$ cat config.mk
export PLATFORM = sky130hd
export DESIGN_NAME = matrix_uart_printer_flat
export DESIGN_NICKNAME = d
export VERILOG_FILES = /design/src/rtl/matrix_pkg.sv /design/src/rtl/matrix_uart_printer_if.sv /design/src/rtl/bin2dec_seq.sv /design/src/rtl/matrix_uart_printer.sv /design/src/flat_wrapper.sv
export SDC_FILE = /design/constraint.sdc
export NUM_CORES = 1
export LEC_CHECK = 0
export CAP_MARGIN = 10
export CORE_ASPECT_RATIO = 0.8
export CORE_MARGIN = 1
export CORE_UTILIZATION = 45
export CTS_CLUSTER_DIAMETER = 60
export CTS_CLUSTER_SIZE = 40
export DETAILED_ROUTE_END_ITERATION = 7
export PLACE_DENSITY = 0.72
export SLEW_MARGIN = 10
export SYNTH_ARGS = -nofsm -noshare
export SYNTH_HDL_FRONTEND = slang
export SYNTH_SLANG_ARGS = --single-unit
$ cat constraint.sdc
create_clock -name clk -period 4 [get_ports clk]
set_clock_uncertainty 0.2 [all_clocks]
set_input_delay 0.8 -clock clk [delete_from_list [all_inputs] [get_ports clk]]
set_output_delay 0.8 -clock clk [all_outputs]
set_load 0.1 [all_outputs]
$ cat src/rtl/matrix_pkg.sv
// Shared constants, FSM encoding and width helpers for the matrix UART printer.
package matrix_pkg;

    localparam logic [7:0] AsciiZero  = 8'h30;
    localparam logic [7:0] AsciiSpace = 8'h20;
    localparam logic [7:0] AsciiLf    = 8'h0A;
    localparam logic [7:0] AsciiMinus = 8'h2D;

    typedef enum logic [2:0] {
        StIdle,
        StLoad,
        StConv,
        StEmit,
        StWaitHi,
        StWaitLo,
        StNext,
        StDone
    } state_e;

    // Width needed to hold a row/column count in 0..max_dim.
    function automatic int unsigned dim_w(input int unsigned max_dim);
        return $clog2(max_dim + 1);
    endfunction

    // Decimal digits needed for the largest unsigned value of the given width.
    function automatic int unsigned dec_digits(input int unsigned width);
        longint unsigned max_val;
        longint unsigned pow;
        int unsigned     n;
        max_val = (64'd1 << width) - 64'd1;
        pow     = 64'd10;
        n       = 1;
        while (pow <= max_val && n < 19) begin
            pow = pow * 64'd10;
            n++;
        end
        return n;
    endfunction

endpackage

$ cat src/rtl/matrix_uart_printer_if.sv
// Byte-strobe handshake between the printer and a UART transmitter.
interface matrix_uart_printer_if;
    logic       tx_start;
    logic [7:0] tx_data;
    logic       tx_busy;

    modport master (output tx_start, output tx_data, input tx_busy);
    modport slave  (input tx_start, input tx_data, output tx_busy);
endinterface

$ cat src/rtl/bin2dec_seq.sv
// Sequential double-dabble binary to BCD converter; done pulses DATA_W cycles after start.
module bin2dec_seq
    import matrix_pkg::*;
#(
    parameter  int unsigned DATA_W = 9,
    localparam int unsigned NDIG   = dec_digits(DATA_W)
) (
    input  logic                clk,
    input  logic                rst_n,
    input  logic                start,
    input  logic [DATA_W-1:0]   bin,
    output logic                done,
    output logic [4*NDIG-1:0]   bcd,
    output logic [7:0]          nd
);
    localparam int unsigned CW = $clog2(DATA_W + 1);

    logic [DATA_W-1:0] shift_q;
    logic [4*NDIG-1:0] bcd_q;
    logic [4*NDIG-1:0] bcd_adj;
    logic [CW-1:0]     cnt_q;
    logic              run_q;
    logic              done_q;

    always_comb begin
        bcd_adj = bcd_q;
        for (int i = 0; i < NDIG; i++) begin
            if (bcd_q[4*i +: 4] >= 4'd5) bcd_adj[4*i +: 4] = bcd_q[4*i +: 4] + 4'd3;
        end
    end

    always_ff @(posedge clk or negedge rst_n) begin
        if (!rst_n) begin
            shift_q <= '0;
            bcd_q   <= '0;
            cnt_q   <= '0;
            run_q   <= 1'b0;
            done_q  <= 1'b0;
        end else begin
            done_q <= 1'b0;
            if (start) begin
                shift_q <= bin;
                bcd_q   <= '0;
                cnt_q   <= CW'(DATA_W);
                run_q   <= 1'b1;
            end else if (run_q) begin
                {bcd_q, shift_q} <= {bcd_adj, shift_q} << 1;
                cnt_q            <= cnt_q - CW'(1);
                if (cnt_q == CW'(1)) begin
                    run_q  <= 1'b0;
                    done_q <= 1'b1;
                end
            end
        end
    end

    // Digit count ignores leading zeros but never drops below one.
    always_comb begin
        nd = 8'd1;
        for (int i = 1; i < NDIG; i++) begin
            if (bcd_q[4*i +: 4] != 4'd0) nd = 8'(i + 1);
        end
    end

    assign done = done_q;
    assign bcd  = bcd_q;

endmodule

$ cat src/rtl/matrix_uart_printer.sv
// Prints a row-major matrix as padded decimal fields over a byte-strobe UART.
// Define MATRIX_PRINT_SIGNED_EN to print elements as two's complement values.
module matrix_uart_printer
    import matrix_pkg::*;
#(
    parameter  int unsigned DATA_W  = 9,
    parameter  int unsigned MAX_DIM = 5,
    parameter  int unsigned FIELD_W = 3,
    localparam int unsigned DW      = dim_w(MAX_DIM)
) (
    input  logic                                clk,
    input  logic                                rst_n,
    input  logic                                start,
    input  logic                                align_right,
    input  logic [DW-1:0]                       matrix_row,
    input  logic [DW-1:0]                       matrix_col,
    input  logic [MAX_DIM*MAX_DIM*DATA_W-1:0]   data_flat,
    output logic                                busy,
    output logic                                done,
    output logic                                err,
    matrix_uart_printer_if.master               tx
);
    localparam int unsigned NELEM = MAX_DIM * MAX_DIM;
    localparam int unsigned KW    = 2 * DW;
    localparam int unsigned NDIG  = dec_digits(DATA_W);

    state_e                     state_q, state_d;
    logic                       start_q;
    logic                       align_q;
    logic [DW-1:0]              row_q, col_q;
    logic [NELEM*DATA_W-1:0]    data_q;
    logic [DW-1:0]              r_q, r_d, c_q, c_d;
    logic [7:0]                 pos_q, pos_d;
    logic [1:0]                 tmo_q, tmo_d;

    logic                       start_rise;
    logic                       dim_bad;
    logic                       last_col;
    logic [KW-1:0]              k;
    logic [DATA_W-1:0]          elem;
    logic [DATA_W-1:0]          mag;
    logic                       elem_neg;
    logic                       b2d_start;
    logic                       b2d_done;
    logic [4*NDIG-1:0]          bcd;
    logic [7:0]                 nd;
    logic [7:0]                 len, pad, total, ci, di;
    logic [3:0]                 digit;
    logic [7:0]                 cur_byte;

    assign start_rise = start & ~start_q;
    assign dim_bad    = (row_q == '0) || (col_q == '0) ||
                        (row_q > DW'(MAX_DIM)) || (col_q > DW'(MAX_DIM));
    assign last_col   = (c_q == col_q - DW'(1));
    assign k          = KW'(r_q) * KW'(col_q) + KW'(c_q);

    always_comb begin
        elem = '0;
        for (int i = 0; i < NELEM; i++) begin
            if (k == KW'(i)) elem = data_q[i*DATA_W +: DATA_W];
        end
    end

    // r/c stay fixed while an element is emitted, so the sign can be read live.
`ifdef MATRIX_PRINT_SIGNED_EN
    assign elem_neg = elem[DATA_W-1];
    assign mag      = elem_neg ? (~elem + DATA_W'(1)) : elem;
`else
    assign elem_neg = 1'b0;
    assign mag      = elem;
`endif

    bin2dec_seq #(
        .DATA_W (DATA_W)
    ) u_bin2dec (
        .clk   (clk),
        .rst_n (rst_n),
        .start (b2d_start),
        .bin   (mag),
        .done  (b2d_done),
        .bcd   (bcd),
        .nd    (nd)
    );

    // Field layout: [pad][sign][digits] or [sign][digits][pad], then one separator.
    always_comb begin
        len   = nd + {7'd0, elem_neg};
        pad   = (len < 8'(FIELD_W)) ? 8'(FIELD_W) - len : 8'd0;
        total = pad + len + 8'd1;
        ci    = align_q ? pos_q - pad : pos_q;
        di    = nd - 8'd1 - (ci - {7'd0, elem_neg});
        digit = '0;
        for (int i = 0; i < NDIG; i++) begin
            if (di == 8'(i)) digit = bcd[4*i +: 4];
        end
        if (pos_q == total - 8'd1) begin
            cur_byte = last_col ? AsciiLf : AsciiSpace;
        end else if (align_q ? (pos_q < pad) : (pos_q >= len)) begin
            cur_byte = AsciiSpace;
        end else if (elem_neg && ci == 8'd0) begin
            cur_byte = AsciiMinus;
        end else begin
            cur_byte = AsciiZero + {4'd0, digit};
        end
    end

    always_comb begin
        state_d   = state_q;
        r_d       = r_q;
        c_d       = c_q;
        pos_d     = pos_q;
        tmo_d     = tmo_q;
        b2d_start = 1'b0;
        unique case (state_q)
            StIdle: begin
                if (start_rise) begin
                    r_d     = '0;
                    c_d     = '0;
                    state_d = StLoad;
                end
            end
            StLoad: begin
                if (dim_bad) begin
                    state_d = StDone;
                end else begin
                    b2d_start = 1'b1;
                    state_d   = StConv;
                end
            end
            StConv: begin
                if (b2d_done) begin
                    pos_d   = '0;
                    state_d = StEmit;
                end
            end
            StEmit: begin
                if (!tx.tx_busy) begin
                    tmo_d   = '0;
                    state_d = StWaitHi;
                end
            end
            StWaitHi: begin
                // A transmitter that never raises busy is treated as having taken the byte.
                if (tx.tx_busy || tmo_q == 2'd3) state_d = StWaitLo;
                else                             tmo_d   = tmo_q + 2'd1;
            end
            StWaitLo: begin
                if (!tx.tx_busy) begin
                    if (pos_q == total - 8'd1) begin
                        state_d = StNext;
                    end else begin
                        pos_d   = pos_q + 8'd1;
                        state_d = StEmit;
                    end
                end
            end
            StNext: begin
                if (last_col) begin
                    c_d = '0;
                    if (r_q == row_q - DW'(1)) begin
                        state_d = StDone;
                    end else begin
                        r_d     = r_q + DW'(1);
                        state_d = StLoad;
                    end
                end else begin
                    c_d     = c_q + DW'(1);
                    state_d = StLoad;
                end
            end
            StDone:  state_d = StIdle;
            default: state_d = StIdle;
        endcase
    end

    // start_q resets high so a start held through reset is not seen as an edge.
    always_ff @(posedge clk or negedge rst_n) begin
        if (!rst_n) begin
            state_q <= StIdle;
            start_q <= 1'b1;
            align_q <= 1'b0;
            row_q   <= '0;
            col_q   <= '0;
            data_q  <= '0;
            r_q     <= '0;
            c_q     <= '0;
            pos_q   <= '0;
            tmo_q   <= '0;
        end else begin
            state_q <= state_d;
            start_q <= start;
            r_q     <= r_d;
            c_q     <= c_d;
            pos_q   <= pos_d;
            tmo_q   <= tmo_d;
            if (state_q == StIdle && start_rise) begin
                align_q <= align_right;
                row_q   <= matrix_row;
                col_q   <= matrix_col;
                data_q  <= data_flat;
            end
        end
    end

    assign busy        = (state_q != StIdle);
    assign done        = (state_q == StDone);
    assign err         = done && dim_bad;
    assign tx.tx_start = (state_q == StEmit) && !tx.tx_busy;
    assign tx.tx_data  = tx.tx_start ? cur_byte : 8'h00;

endmodule

$ cat src/flat_wrapper.sv
// flat-port wrapper written by rule: the top's interface ports become plain ports
module matrix_uart_printer_flat import matrix_pkg::*;
#(
    parameter  int unsigned DATA_W  = 9,
    parameter  int unsigned MAX_DIM = 5,
    parameter  int unsigned FIELD_W = 3,
    localparam int unsigned DW      = dim_w(MAX_DIM)
)
  (clk, rst_n, start, align_right, matrix_row, matrix_col, data_flat, busy, done, err, tx_tx_start, tx_tx_data, tx_tx_busy);
  matrix_uart_printer_if tx_i ();
  input  logic clk;
  input  logic rst_n;
  input  logic start;
  input  logic align_right;
  input  logic [DW-1:0] matrix_row;
  input  logic [DW-1:0] matrix_col;
  input  logic [MAX_DIM*MAX_DIM*DATA_W-1:0] data_flat;
  output logic busy;
  output logic done;
  output logic err;
  output wire logic [$bits(tx_i.tx_start)-1:0] tx_tx_start;
  output wire logic [$bits(tx_i.tx_data)-1:0] tx_tx_data;
  input wire logic [$bits(tx_i.tx_busy)-1:0] tx_tx_busy;
  assign tx_tx_start = tx_i.tx_start;
  assign tx_tx_data = tx_i.tx_data;
  assign tx_i.tx_busy = tx_tx_busy;
  matrix_uart_printer #(.DATA_W(DATA_W), .MAX_DIM(MAX_DIM), .FIELD_W(FIELD_W)) u_core (.clk(clk), .rst_n(rst_n), .start(start), .align_right(align_right), .matrix_row(matrix_row), .matrix_col(matrix_col), .data_flat(data_flat), .busy(busy), .done(done), .err(err), .tx(tx_i));
endmodule
==> run_results.csv <==
group,metric,value,unit
hold_path,hp-class,"primary input to async pin",
synthesis,syn_inst,1285,
routing,drt_wl_total,42100,µm
setup_path,crit_type,"flop to output pin",
power,power_density,882,nW/µm²
power,switching_share,0.427,
finish,fin_nets,1895,
synthesis,synth_top_cell_by_area,"dfrtp_1",
synthesis,synth_edf_count,0,
finish,fill_cells,2505,
routing,ant_nets,0,
power,vdd_ir_drop_max,0.500,mV
synthesis,avgSynthCellArea,11.4,µm²
clocking,clk_path_buf_depth,3,
routing,firstDrtPassIters,5,
grt,grt_overflow,0,
clocking,tritoncts,"done",
grt,grtUsageTotal,0.254,
clocking,holdBufCountCts,0,
floorplanning,die-area,33400,µm²
setup_path,cp.required,3000,ps
synthesis,synth_common_cells,"dfrtp_1, mux2_2, nor2_1",
grt,first_global_vias,11800,
run_status,failed_checks,"negative setup slack",
grt,antenna_found_initial,3,
floorplanning,start_util,0.462,
setup_path,setup.worst_path.start_class,"flop",
placement,io_buffers,245,
power,clock_power_share,0.139,
placement,dp.cells,1985,
sta,fin_crit_sh,1.17,
sta,tightest_slew,765,ps
floorplanning,die_height,164,µm
routing,drcViolationCount,0,
setup_path,crit_path_end_kind,"output pin",
placement,hpwl,31100,µm
synthesis,synth.most_common_cell,"dfrtp_1",
synthesis,synthTopCellsByArea,"dfrtp_1, mux2_2, ha_1, mux2i_1, mux4_2",
sta,hold_viol_final,0,
sta,layout_setup_ws,-677,ps
routing,wl_per_cell,20.5,µm
setup_path,arrival,3680,ps
grt,grt_max_degree,128,
sta,max_freq,214,MHz
synthesis,yosys_warnings,0,
sta,slew_viol_final,0,
flow_run,drv_cap,0,
setup_path,rrSetupSlack,-240,ps
routing,avgViaCountPerCell,5.57,
synthesis,synth-seq-area-share,0.476,
sta,rsz0062_at_grt,"yes",
finish,syn2layout_area_growth,38.5,%
power,p_seq_frac,0.282,
synthesis,ys_ff_latch,279,
sta,period_needed,4680,ps
synthesis,synth_area,14700,µm²
clocking,cts_inserted_buffers,23,
finish,n_antenna_cell,0,
power,switchingPower,7.66,mW
clocking,htree_levels,1,
floorplanning,rows,58,
clocking,cts.sinks,279,
placement,globalplace.congestion,0.916,
placement,dp_slack,-265,ps
clocking,insertion_delay,560,ps
grt,grt_pass1_wl,65500,µm
synthesis,yosysTopAreaCellShare,0.474,
sta,hold_ws,68.8,ps
finish,drive_above_1_share,0.347,
floorplanning,core,31800,µm²
power,p_leak,8.80,nW
sta,slew_headroom,0.490,
clocking,clk_pin_slew,80,ps
power,p_total,17.9,mW
sta,finalSetupViolations,12,
routing,num_vias,11400,
floorplanning,io_pins,248,
synthesis,synth_cell_types,81,
synthesis,synth_flop_cell,"dfrtp_1",
run_status,status,"finished, violations left",
setup_path,cp_max_fo,5,
routing,drt_iter0_drc,814,
clocking,cts_root_buf,"clkbuf_16",
finish,fin_cells,2055,
power,share_comb_of_total_power,0.579,
power,internal_power,10.3,mW
floorplanning,die_w,204,µm
synthesis,async_flop_share,1.00,
logic make-up after synthesis:
group / Yosys count / synth area share
XOR/XNOR: 25 / 0.0154
AO/OA/AOI/OAI: 223 / 0.0999
other: 1 / 0.000255
flip-flops: 279 / 0.476
multiplexers: 296 / 0.234
adder cells (fa/ha/maj): 40 / 0.0367
buffers and inverters: 114 / 0.0321
AND/OR/NAND/NOR: 307 / 0.106
stage by stage:
step,TNS [ps],util,cell area [µm²]
after floorplan,-1940,-,14800
after global placement,-847,0.582,18500
after detailed placement,-1630,0.582,18500
after CTS,-3090,0.619,19700
after global routing,-5720,0.640,20300
final,-3670,0.640,20300
critical path: stages (launching register included):
cell	delay (ps)
dfrtp_1	390
inv_2	80
ha_4	130
and2_4	140
nand2_4	50
inv_4	50
ha_4	110
inv_2	30
fa_1	440
mux2i_2	180
ha_1	290
a21oi_4	190
nand4_1	110
o311a_1	150
nor3_2	160
o211ai_1	100
buf_4	190
o21ai_4	140
buf_12	190
cell usage in the layout (no fill, tap or decap), types with 23 or more instances in the layout:
cell type / netlist / final
buf_6: 2 / 24
nor3_1: 34 / 27
buf_4: 3 / 110
o21ai_0: 55 / 46
clkbuf_16: 0 / 23
ha_1: 35 / 29
mux2i_1: 43 / 42
nor2_1: 75 / 69
dfrtp_1: 278 / 278
nand2_1: 73 / 65
inv_1: 36 / 29
clkdlybuf4s50_1: 0 / 234
mux2_2: 239 / 239
a21oi_1: 46 / 35
path summary, 6_finish.rpt:
path	startpoint	endpoint	cells after the start
worst max-delay path	u_core.u_bin2dec.bcd[8]$_DFFE_PN0P_	tx_tx_data[3]	18
worst min-delay path	rst_n	u_core.data_q[6]$_DFFE_PN0P_	1
worst max register to register	u_core.r_q[2]$_DFFE_PN0P_	u_core.u_bin2dec.shift_q[0]$_DFFE_PN0P_	17
worst min register to register	u_core.data_q[134]$_DFFE_PN0P_	u_core.data_q[134]$_DFFE_PN0P_	1
max in group asynchronous	rst_n	u_core.start_q$_DFF_PN1_	2
min in group clk	u_core.data_q[134]$_DFFE_PN0P_	u_core.data_q[134]$_DFFE_PN0P_	1
state kept, by name, summed over array words and instances (netlist names):
signal                    count
u_core.start_q                1
u_core.tmo_q                  2
u_core.r_q                    3
u_core.u_bin2dec.cnt_q        4
u_core.data_q               225
u_core.u_bin2dec.run_q        1
u_core.col_q                  3
u_core.align_q                1
u_core.u_bin2dec.bcd         12
u_core.pos_q                  8
u_core.u_bin2dec.shift_q      9
u_core.u_bin2dec.done         1
u_core.c_q                    3
u_core.state_q                3
u_core.row_q                  3
area by class of cell:
cell class,count,area [µm²],share of cell area
multi-input combinational,893,8050,0.396
sequential,279,6980,0.344
clock buffer,24,589,0.0290
clock inverter,17,267,0.0131
tap,420,526,0.0259
timing repair buffer,385,3770,0.185
inverter,37,141,0.00696
repair_timing:
item,CTS,global route
pin swaps,24,48
endpoints found under the setup margin,13,13
setup buffers,12,23
gates cloned,1,0
gates resized for setup,51,106
power groups by stage:
stage               Clock, mW  Combinational, mW  Sequential (mW)
CTS                      2.54               9.55             5.02
floorplan                   0               5.99             4.71
global placement            0               8.92             5.00
detailed placement          0               9.11             5.06
finish                   2.49               10.4             5.06
global route             2.66               11.1             5.22
routing by layer:
| layer | vias to the layer above | global-route usage | wire length [µm] |
|---|---|---|---|
| met5 | - | 0 | 36 |
| met4 | 6 | 0.0502 | 952 |
| met3 | 74 | 0.0595 | 3320 |
| met2 | 389 | 0.401 | 19300 |
| met1 | 5641 | 0.356 | 18500 |
| li1 | 5327 | - | - |
Power figures use the tool's default switching activity.
